==> src/rtl/mem_lsu_if.sv <==
`default_nettype none
// +--------------------------------------------------------------------------+
// | mem_lsu_if : byte-wide req/ack memory port between LSU and memory.       |
// | Rev 1.0                                                                  |
// +--------------------------------------------------------------------------+
interface mem_lsu_if #(
  parameter int ADDR_WIDTH = 17
);
  logic                  mem_req;
  logic                  mem_we;
  logic [ADDR_WIDTH-1:0] mem_addr;
  logic [7:0]            mem_wdata;
  logic [7:0]            mem_rdata;
  logic                  mem_ack;

  modport master (
    output mem_req, mem_we, mem_addr, mem_wdata,
    input  mem_rdata, mem_ack
  );

  modport slave (
    input  mem_req, mem_we, mem_addr, mem_wdata,
    output mem_rdata, mem_ack
  );
endinterface
`default_nettype wire

==> src/rtl/mem_lsu.sv <==
`default_nettype none
// +--------------------------------------------------------------------------+
// | mem_lsu : memory-access stage, byte-serial little-endian loads/stores.   |
// | Rev 1.0                                                                  |
// +--------------------------------------------------------------------------+
module mem_lsu #(
  parameter int ADDR_WIDTH = 17
) (
  input  wire logic        clk,
  input  wire logic        rst,
  input  wire logic        we_ex,
  input  wire logic [4:0]  waddr_ex,
  input  wire logic [31:0] wdata_ex,
  input  wire logic        mem_en_ex,
  input  wire logic        mem_wr_ex,
  input  wire logic [1:0]  mem_size_ex,
  input  wire logic        mem_unsigned_ex,
  input  wire logic [31:0] sdata_ex,
  output logic             stall_out,
  mem_lsu_if.master        mem,
  output logic             we_wb,
  output logic [4:0]       waddr_wb,
  output logic [31:0]      wdata_wb
);

  localparam logic [0:0] c_idle   = 1'b0;
  localparam logic [0:0] c_access = 1'b1;

  logic [0:0]            r_state;
  logic [0:0]            w_state_nxt;
  logic [ADDR_WIDTH-1:0] r_base;
  logic                  r_wr;
  logic [1:0]            r_size;
  logic                  r_unsigned;
  logic [31:0]           r_sdata;
  logic [4:0]            r_waddr;
  logic                  r_we;
  logic [1:0]            r_beat;
  logic [1:0]            r_last;
  logic [7:0]            r_buf [4];
  logic [7:0]            w_bytes [4];
  logic [31:0]           w_word;
  logic [31:0]           w_load;
  logic                  w_last;

  assign w_last = (r_beat == r_last);

  always_ff @(posedge clk) begin
    if (rst) r_state <= c_idle;
    else     r_state <= w_state_nxt;
  end

  always_comb begin
    w_state_nxt = r_state;
    case (r_state)
      c_idle:   if (mem_en_ex) w_state_nxt = c_access;
      c_access: if (mem.mem_ack && w_last) w_state_nxt = c_idle;
      default:  w_state_nxt = c_idle;
    endcase
  end

  always_comb begin
    stall_out     = (r_state == c_access);
    mem.mem_req   = 1'b0;
    mem.mem_we    = 1'b0;
    mem.mem_addr  = '0;
    mem.mem_wdata = 8'h00;
    if (r_state == c_access) begin
      mem.mem_req  = 1'b1;
      mem.mem_we   = r_wr;
      mem.mem_addr = r_base + {{(ADDR_WIDTH-2){1'b0}}, r_beat};
      case (r_beat)
        2'd0:    mem.mem_wdata = r_sdata[7:0];
        2'd1:    mem.mem_wdata = r_sdata[15:8];
        2'd2:    mem.mem_wdata = r_sdata[23:16];
        default: mem.mem_wdata = r_sdata[31:24];
      endcase
    end
  end

  // The final byte is taken straight from the bus so write-back needs no extra cycle.
  always_comb begin
    for (int i = 0; i < 4; i++) w_bytes[i] = r_buf[i];
    w_bytes[r_beat] = mem.mem_rdata;
    w_word = {w_bytes[3], w_bytes[2], w_bytes[1], w_bytes[0]};
    case (r_size)
      2'b00:   w_load = {{24{~r_unsigned & w_word[7]}}, w_word[7:0]};
      2'b01:   w_load = {{16{~r_unsigned & w_word[15]}}, w_word[15:0]};
      default: w_load = w_word;
    endcase
  end

  always_ff @(posedge clk) begin
    if (rst) begin
      r_base     <= '0;
      r_wr       <= 1'b0;
      r_size     <= 2'b00;
      r_unsigned <= 1'b0;
      r_sdata    <= 32'h0;
      r_waddr    <= 5'd0;
      r_we       <= 1'b0;
      r_beat     <= 2'd0;
      r_last     <= 2'd0;
      for (int i = 0; i < 4; i++) r_buf[i] <= 8'h00;
      we_wb      <= 1'b0;
      waddr_wb   <= 5'd0;
      wdata_wb   <= 32'h0;
    end else if (r_state == c_idle) begin
      if (mem_en_ex) begin
        r_base     <= wdata_ex[ADDR_WIDTH-1:0];
        r_wr       <= mem_wr_ex;
        r_size     <= mem_size_ex;
        r_unsigned <= mem_unsigned_ex;
        r_sdata    <= sdata_ex;
        r_waddr    <= waddr_ex;
        r_we       <= we_ex;
        r_beat     <= 2'd0;
        r_last     <= (mem_size_ex == 2'b00) ? 2'd0 :
                      (mem_size_ex == 2'b01) ? 2'd1 : 2'd3;
        we_wb      <= 1'b0;
      end else begin
        we_wb    <= we_ex;
        waddr_wb <= waddr_ex;
        wdata_wb <= wdata_ex;
      end
    end else if (mem.mem_ack) begin
      if (!r_wr) r_buf[r_beat] <= mem.mem_rdata;
      r_beat <= r_beat + 2'd1;
      if (w_last && !r_wr) begin
        we_wb    <= r_we;
        waddr_wb <= r_waddr;
        wdata_wb <= w_load;
      end
    end
  end

endmodule
`default_nettype wire
==> src/flat_wrapper.sv <==
// flat-port wrapper written by rule: the top's interface ports become plain ports
module mem_lsu_flat 
#(
  parameter int ADDR_WIDTH = 17
)
  (clk, rst, we_ex, waddr_ex, wdata_ex, mem_en_ex, mem_wr_ex, mem_size_ex, mem_unsigned_ex, sdata_ex, stall_out, we_wb, waddr_wb, wdata_wb, mem_mem_req, mem_mem_we, mem_mem_addr, mem_mem_wdata, mem_mem_rdata, mem_mem_ack);
  mem_lsu_if #(.ADDR_WIDTH(ADDR_WIDTH)) mem_i ();
  input  wire logic clk;
  input  wire logic rst;
  input  wire logic we_ex;
  input  wire logic [4:0] waddr_ex;
  input  wire logic [31:0] wdata_ex;
  input  wire logic mem_en_ex;
  input  wire logic mem_wr_ex;
  input  wire logic [1:0] mem_size_ex;
  input  wire logic mem_unsigned_ex;
  input  wire logic [31:0] sdata_ex;
  output logic stall_out;
  output logic we_wb;
  output logic [4:0] waddr_wb;
  output logic [31:0] wdata_wb;
  output wire logic [$bits(mem_i.mem_req)-1:0] mem_mem_req;
  output wire logic [$bits(mem_i.mem_we)-1:0] mem_mem_we;
  output wire logic [$bits(mem_i.mem_addr)-1:0] mem_mem_addr;
  output wire logic [$bits(mem_i.mem_wdata)-1:0] mem_mem_wdata;
  input wire logic [$bits(mem_i.mem_rdata)-1:0] mem_mem_rdata;
  input wire logic [$bits(mem_i.mem_ack)-1:0] mem_mem_ack;
  assign mem_mem_req = mem_i.mem_req;
  assign mem_mem_we = mem_i.mem_we;
  assign mem_mem_addr = mem_i.mem_addr;
  assign mem_mem_wdata = mem_i.mem_wdata;
  assign mem_i.mem_rdata = mem_mem_rdata;
  assign mem_i.mem_ack = mem_mem_ack;
  mem_lsu #(.ADDR_WIDTH(ADDR_WIDTH)) u_core (.clk(clk), .rst(rst), .we_ex(we_ex), .waddr_ex(waddr_ex), .wdata_ex(wdata_ex), .mem_en_ex(mem_en_ex), .mem_wr_ex(mem_wr_ex), .mem_size_ex(mem_size_ex), .mem_unsigned_ex(mem_unsigned_ex), .sdata_ex(sdata_ex), .stall_out(stall_out), .mem(mem_i), .we_wb(we_wb), .waddr_wb(waddr_wb), .wdata_wb(wdata_wb));
endmodule
==> config.mk <==
export PLATFORM = sky130hd
export DESIGN_NAME = mem_lsu_flat
export DESIGN_NICKNAME = d
export VERILOG_FILES = /design/src/rtl/mem_lsu_if.sv /design/src/rtl/mem_lsu.sv /design/src/flat_wrapper.sv
export SDC_FILE = /design/constraint.sdc
export NUM_CORES = 1
export LEC_CHECK = 0
export BUFFER_PORTS_ARGS = -buffer_cell sky130_fd_sc_hd__buf_2
export CAP_MARGIN = 20
export CORE_UTILIZATION = 54
export DETAILED_ROUTE_END_ITERATION = 12
export GPL_ROUTABILITY_DRIVEN = 0
export PLACE_DENSITY_LB_ADDON = 0.2
export SYNTH_ARGS = -nofsm -noshare
export SYNTH_HDL_FRONTEND = slang
export SYNTH_SLANG_ARGS = --single-unit
==> constraint.sdc <==
create_clock -name clk -period 3 [get_ports clk]
set_clock_uncertainty 0.2 [all_clocks]
set_input_delay 0.3 -clock clk [delete_from_list [all_inputs] [get_ports clk]]
set_output_delay 0.3 -clock clk [all_outputs]
set_load 0.02 [all_outputs]
[Word level (Yosys, flattened, before mapping)]
Memory sizes are Yosys's and may differ from the RTL's.
Index checks and enable logic that the tools add are counted.
Storage, ports and cells
  RAM bits: 32
  latch bits: 0
  memory bits (read-only): 0
  memories kept: 1
  bits of input ports: 86
  register bits: 102
  output and inout bits: 66
Operators by class
  shifts and indexed selects: 0
  multipliers: 0
  divide/modulo/power cells: 0
  add/sub/neg operators: 2
  magnitude comparators: 2
  bitwise operators: 5
  equality and inequality tests: 8
  reductions and logical operators: 13
  muxes and demuxes: 39
Memory list
  u_core.r_buf: words 4, width 8, rd ports 4, clocked after Yosys merged registers in 0, wr ports 4, line mem_lsu.sv:40  | logic [7:0] r_buf [4];
Operator list (number)
  $mux W32: 4
  $pmux W32 S2: 1
  $bwmux W32: 1
  $mux W8: 3
  $pmux W8 S3: 1
  $mux W5: 4
  $add A17 B2 Y17: 1
  $mux W17: 1
  $demux W8 S2: 1
  $mux W1: 16
  $mux W2: 6
  $reduce_or A8 Y1: 1
  $eq A2 B1 Y1 const B: 3
  $logic_not A2 Y1: 3
  $reduce_and A2 Y1: 3
  $ne A2 B2 Y1 const B: 2
  $ge A3 B3 Y1 const B: 1
  $logic_and A1 B1 Y1: 3
  $lt A3 B1 Y1 const B: 1
  $not A2 Y3: 1
  $reduce_and A3 Y1: 1
  $add A2 B1 Y2 const B: 1
  $and A1 B1 Y1: 2
  $eq A2 B2 Y1: 1
  other kinds (6): 7

[Depth between registers and ports, before layout]
  word-level depth: 11
  gate-level depth with buffers: 8

[Least setup slack after synthesis]
No wires, ideal clock.
  path kind: flip-flop to output port
  start point: register u_core.r_beat[1]
  end point: output port mem_mem_addr[13]
  arrival time: 2051 ps
  stages on the path, launching flop included: 6
  buffers on the path: 0
  slack: 449 ps
  path through: dfxtp_1 ha_1 a21o_1 or4b_4 or3_1 a21oi_1
Between the ends
  word-level cells in the longest chain between the ends: 2
RTL lines
  start: declaration: line mem_lsu.sv:38  | logic [1:0] r_beat;
  start signal: assignment: line mem_lsu.sv:128  | r_beat <= r_beat + 2'd1;
  $add A17 B2 Y17: line mem_lsu.sv:71  | mem.mem_addr = r_base + {{(ADDR_WIDTH-2){1'b0}}, r_beat};
  $mux W17: line mem_lsu.sv:68  | if (r_state == c_access) begin
  end: declaration: line flat_wrapper.sv:24  | output wire logic [$bits(mem_i.mem_addr)-1:0] mem_mem_addr;
Every way passes these cells.

[Worst setup path after layout]
  start point: register u_core.r_beat[1]
  end point: output port mem_mem_addr[15]
Same word-level chain as after synthesis.

==> results_dict.tcl <==
set metrics [dict create \
    outcome "complete, no violations" \
    fin_setup_tns_ns 0 \
    numPortBuffers 151 \
    cts-buffers-inserted 17 \
    p_per_area_mw_per_mm2 597.7 \
    clk_path_buf_depth 2 \
    layout_setup_ws_ns 0.1001 \
    post-synth-top-area-cell "dfxtp_1" \
    fp.coreArea_mm2 0.01147 \
    synth_ff_type "dfxtp_1" \
    cts_tree "done" \
    drt-total-wl_um 18380 \
    clk_latency_ns 0.42 \
    antenna_found_initial 0 \
    die_w_um 110.5 \
    crit_required_ns 2.50 \
    worst_ep_arrival_time_ns 2.40 \
    grt_use_total 0.3070 \
    cp_slowest_cell "or4b_4" \
    synth_area_mm2 0.006357 \
    grt_pass1_wl_um 29450 \
    cp_top_family "simple AND/OR/NAND/NOR gates" \
    holdWs_ns 0.06486 \
    power_w 0.005045 \
    yosysMostFrequentCell "nand2_1" \
    clockRootBuffer "clkbuf_16" \
    yosysTopAreaCellShare 0.3212 \
    synthTopCellsByArea "dfxtp_1 (32%), edfxtp_1 (15%), nand2_1 (8.5%)" \
    overflow 0 \
    dr.pass1.iters 5 \
    setup_viol 0 \
    top_level_ports 152 \
    ys_seq_area_frac 0.4723 \
    critPathKind "register to output pin" \
    route.detailed.drc 0 \
    nNetsFinal 1017 \
    grt_pass1_vias 6023 \
    hp-class "input port to register" \
    synth_seq_cells 134 \
    vias_per_cell 5.691 \
    grt_max_degree 67 \
    slew_violations 0 \
    postRouteAntennaNets 0 \
    synth_async_sr_flop_share 0 \
    synth_cells 745 \
    slew_headroom 0.5233 \
    yosysWarningCount 0 \
    drive_gt1_frac 0.2465 \
    fin_crit_ns 2.900 \
    regArea_mm2 0.003009 \
    dieArea_mm2 0.01221 \
    cp-start-kind "register" \
    core.rowCount 39 \
    worst-path-max-fanout 9 \
    cellLeakagePower_nw 3.589 \
    hold_viol 0 \
    cts_sinks 134 \
    synth_edf_count 32 \
    synth_top_cells_by_count "nand2_1 (144), dfxtp_1 (102), a21oi_1 (95), nor2_1 (72), clkbuf_1 (44)" \
    htree_levels 4 \
    cp_cell_sequence "ha_1 -> a21o_1 -> or4b_4 -> or3_1 -> a21oi_1 -> buf_2" \
    synth.distinct_cells 46 \
    vias 6146 \
    drt-wirelength-per-cell_um 17.02 \
    syn_nets 838 \
    multi_input_area_mm2 0.003100 \
    tightestPinTransition_ns 0.7141 \
    max_stage_delay_ns 0.49 \
    cap_violations 0 \
    pre_cts_ws_ns 0.3730 \
    syn2layout_area_growth_pct 32.77 \
    avgSynthCellArea_um2 8.533 \
    endpoint_kind "output pin" \
    die_h_um 110.5 \
    cts.clk_slew.worst_paths_ns 0.06 \
    start_util 0.5544 \
    fmax_mhz 344.8 \
    hpwl_um 12070 \
    drt_iter0_markers 593 \
    critPathBufInv 1 \
    post-route-period-util 0.9666 \
    fillers 814 \
    ir_worst_vdd_mv 0.4251 \
    n_antenna_cell 0 \
]
[worst min-delay path, delay by kind of cell]
kind                   cells  cell delay [ns]
and+or+nand+nor            2             0.15
AOI/OAI and AO/OA          1             0.13
buffers and inverters      1             0.07
[final timing paths]
kind / startpoint / to / slack [ns] / depth (start not counted)
max reg2reg: u_core.r_beat[0]$_SDFFE_PP0P_ / u_core.wdata_wb[22]$_SDFFE_PP0P_ / 0.63 / 6
min: wdata_ex[23] / u_core.wdata_wb[23]$_SDFFE_PP0P_ / 0.06 / 4
min reg2reg: u_core.wdata_wb[3]$_SDFFE_PP0P_ / u_core.wdata_wb[3]$_SDFFE_PP0P_ / 0.26 / 2
max: u_core.r_beat[1]$_SDFFE_PP0P_ / mem_mem_addr[15] / 0.10 / 6
[cell usage in the layout (no fill, tap or decap), types with 3 or more instances in the layout]
cell type / count
nand3_1: 6
and3_1: 11
clkinv_2: 3
nor3_1: 29
and2_1: 27
nor2_1: 72
ha_1: 4
o21ai_0: 18
nand4_1: 4
dlygate4sd3_1: 60
clkbuf_16: 20
a222oi_1: 8
edfxtp_1: 32
mux2i_1: 22
xnor2_1: 8
nand2_1: 143
o211ai_1: 8
buf_4: 14
a21oi_1: 94
inv_1: 9
or2_2: 3
a2111oi_0: 8
dfxtp_1: 99
xor2_1: 6
buf_2: 149
clkbuf_8: 3
a211oi_1: 8
mux2_2: 17
a32o_1: 16
[layer usage]
metal	vias to the layer above	global-route usage	part of all wire
met1	2866	0.3600	0.40
met4	0	0.1662	0.036
met5	-	0	0
met3	53	0.06367	0.065
met2	266	0.5251	0.50
li1	2961	-	-
[power by group]
part,total [W],leakage [nW],internal (W),switching [W]
combinational,0.000781,2.09,0.000308,0.000472
clock,0.00220,0.326,0.00144,0.000766
sequential,0.00206,1.17,0.00197,0.0000852
[cell type report]
cell class | count | area share
clock buffers | 23 | 0.06419
inverters | 9 | 0.004002
repair buffers | 224 | 0.1743
flip-flops and latches | 134 | 0.3565
multi-input cells | 538 | 0.3673
well taps | 143 | 0.02120
clock inverters | 9 | 0.01245
[what timing repair did]
| item | CTS | global route |
|---|---|---|
| hold endpoints to repair | 62 | 0 |
| buffers inserted | 1 | 1 |
| hold buffers | 60 | 0 |
| resized for setup | 2 | 5 |
| setup endpoints to repair | 7 | 8 |
| pin swaps | 1 | 0 |
[cell families (layout without fill, tap and decap cells)]
kind of cell    Yosys count  in the layout  synth area share
compound gates          168            168            0.1649
xor+xnor                 14             14           0.01929
fa+ha+maj                 7              7           0.01496
buf+inv                  73            265           0.04527
flops                   134            134            0.4723
mux                      39             39           0.06475
simple gates            310            310            0.2185
[state kept, by name, summed over array words and instances, names as in the netlist]
name               cells
u_core.waddr_wb        5
u_core.r_last          2
u_core.r_sdata        32
u_core.r_beat          2
u_core.r_we            1
u_core.r_wr            1
u_core.r_size          2
u_core.r_base         17
u_core.we_wb           1
u_core.wdata_wb       32
u_core.stall_out       1
u_core.r_buf          32
u_core.r_waddr         5
u_core.r_unsigned      1
[through the flow]
| stage | utilization | instance area (um2) | instances |
|---|---|---|---|
| 3_5_place_dp | 0.6246 | 7162 | 986 |
| 5_1_grt | 0.7361 | 8441 | 1080 |
| 2_1_floorplan | - | 6357 | 745 |
| 4_1_cts | 0.7342 | 8419 | 1079 |
| 6_report | 0.7361 | 8441 | 1080 |
| 3_3_place_gp | 0.6246 | 7162 | 986 |
No activity file was read; power rests on OpenSTA's default activity.
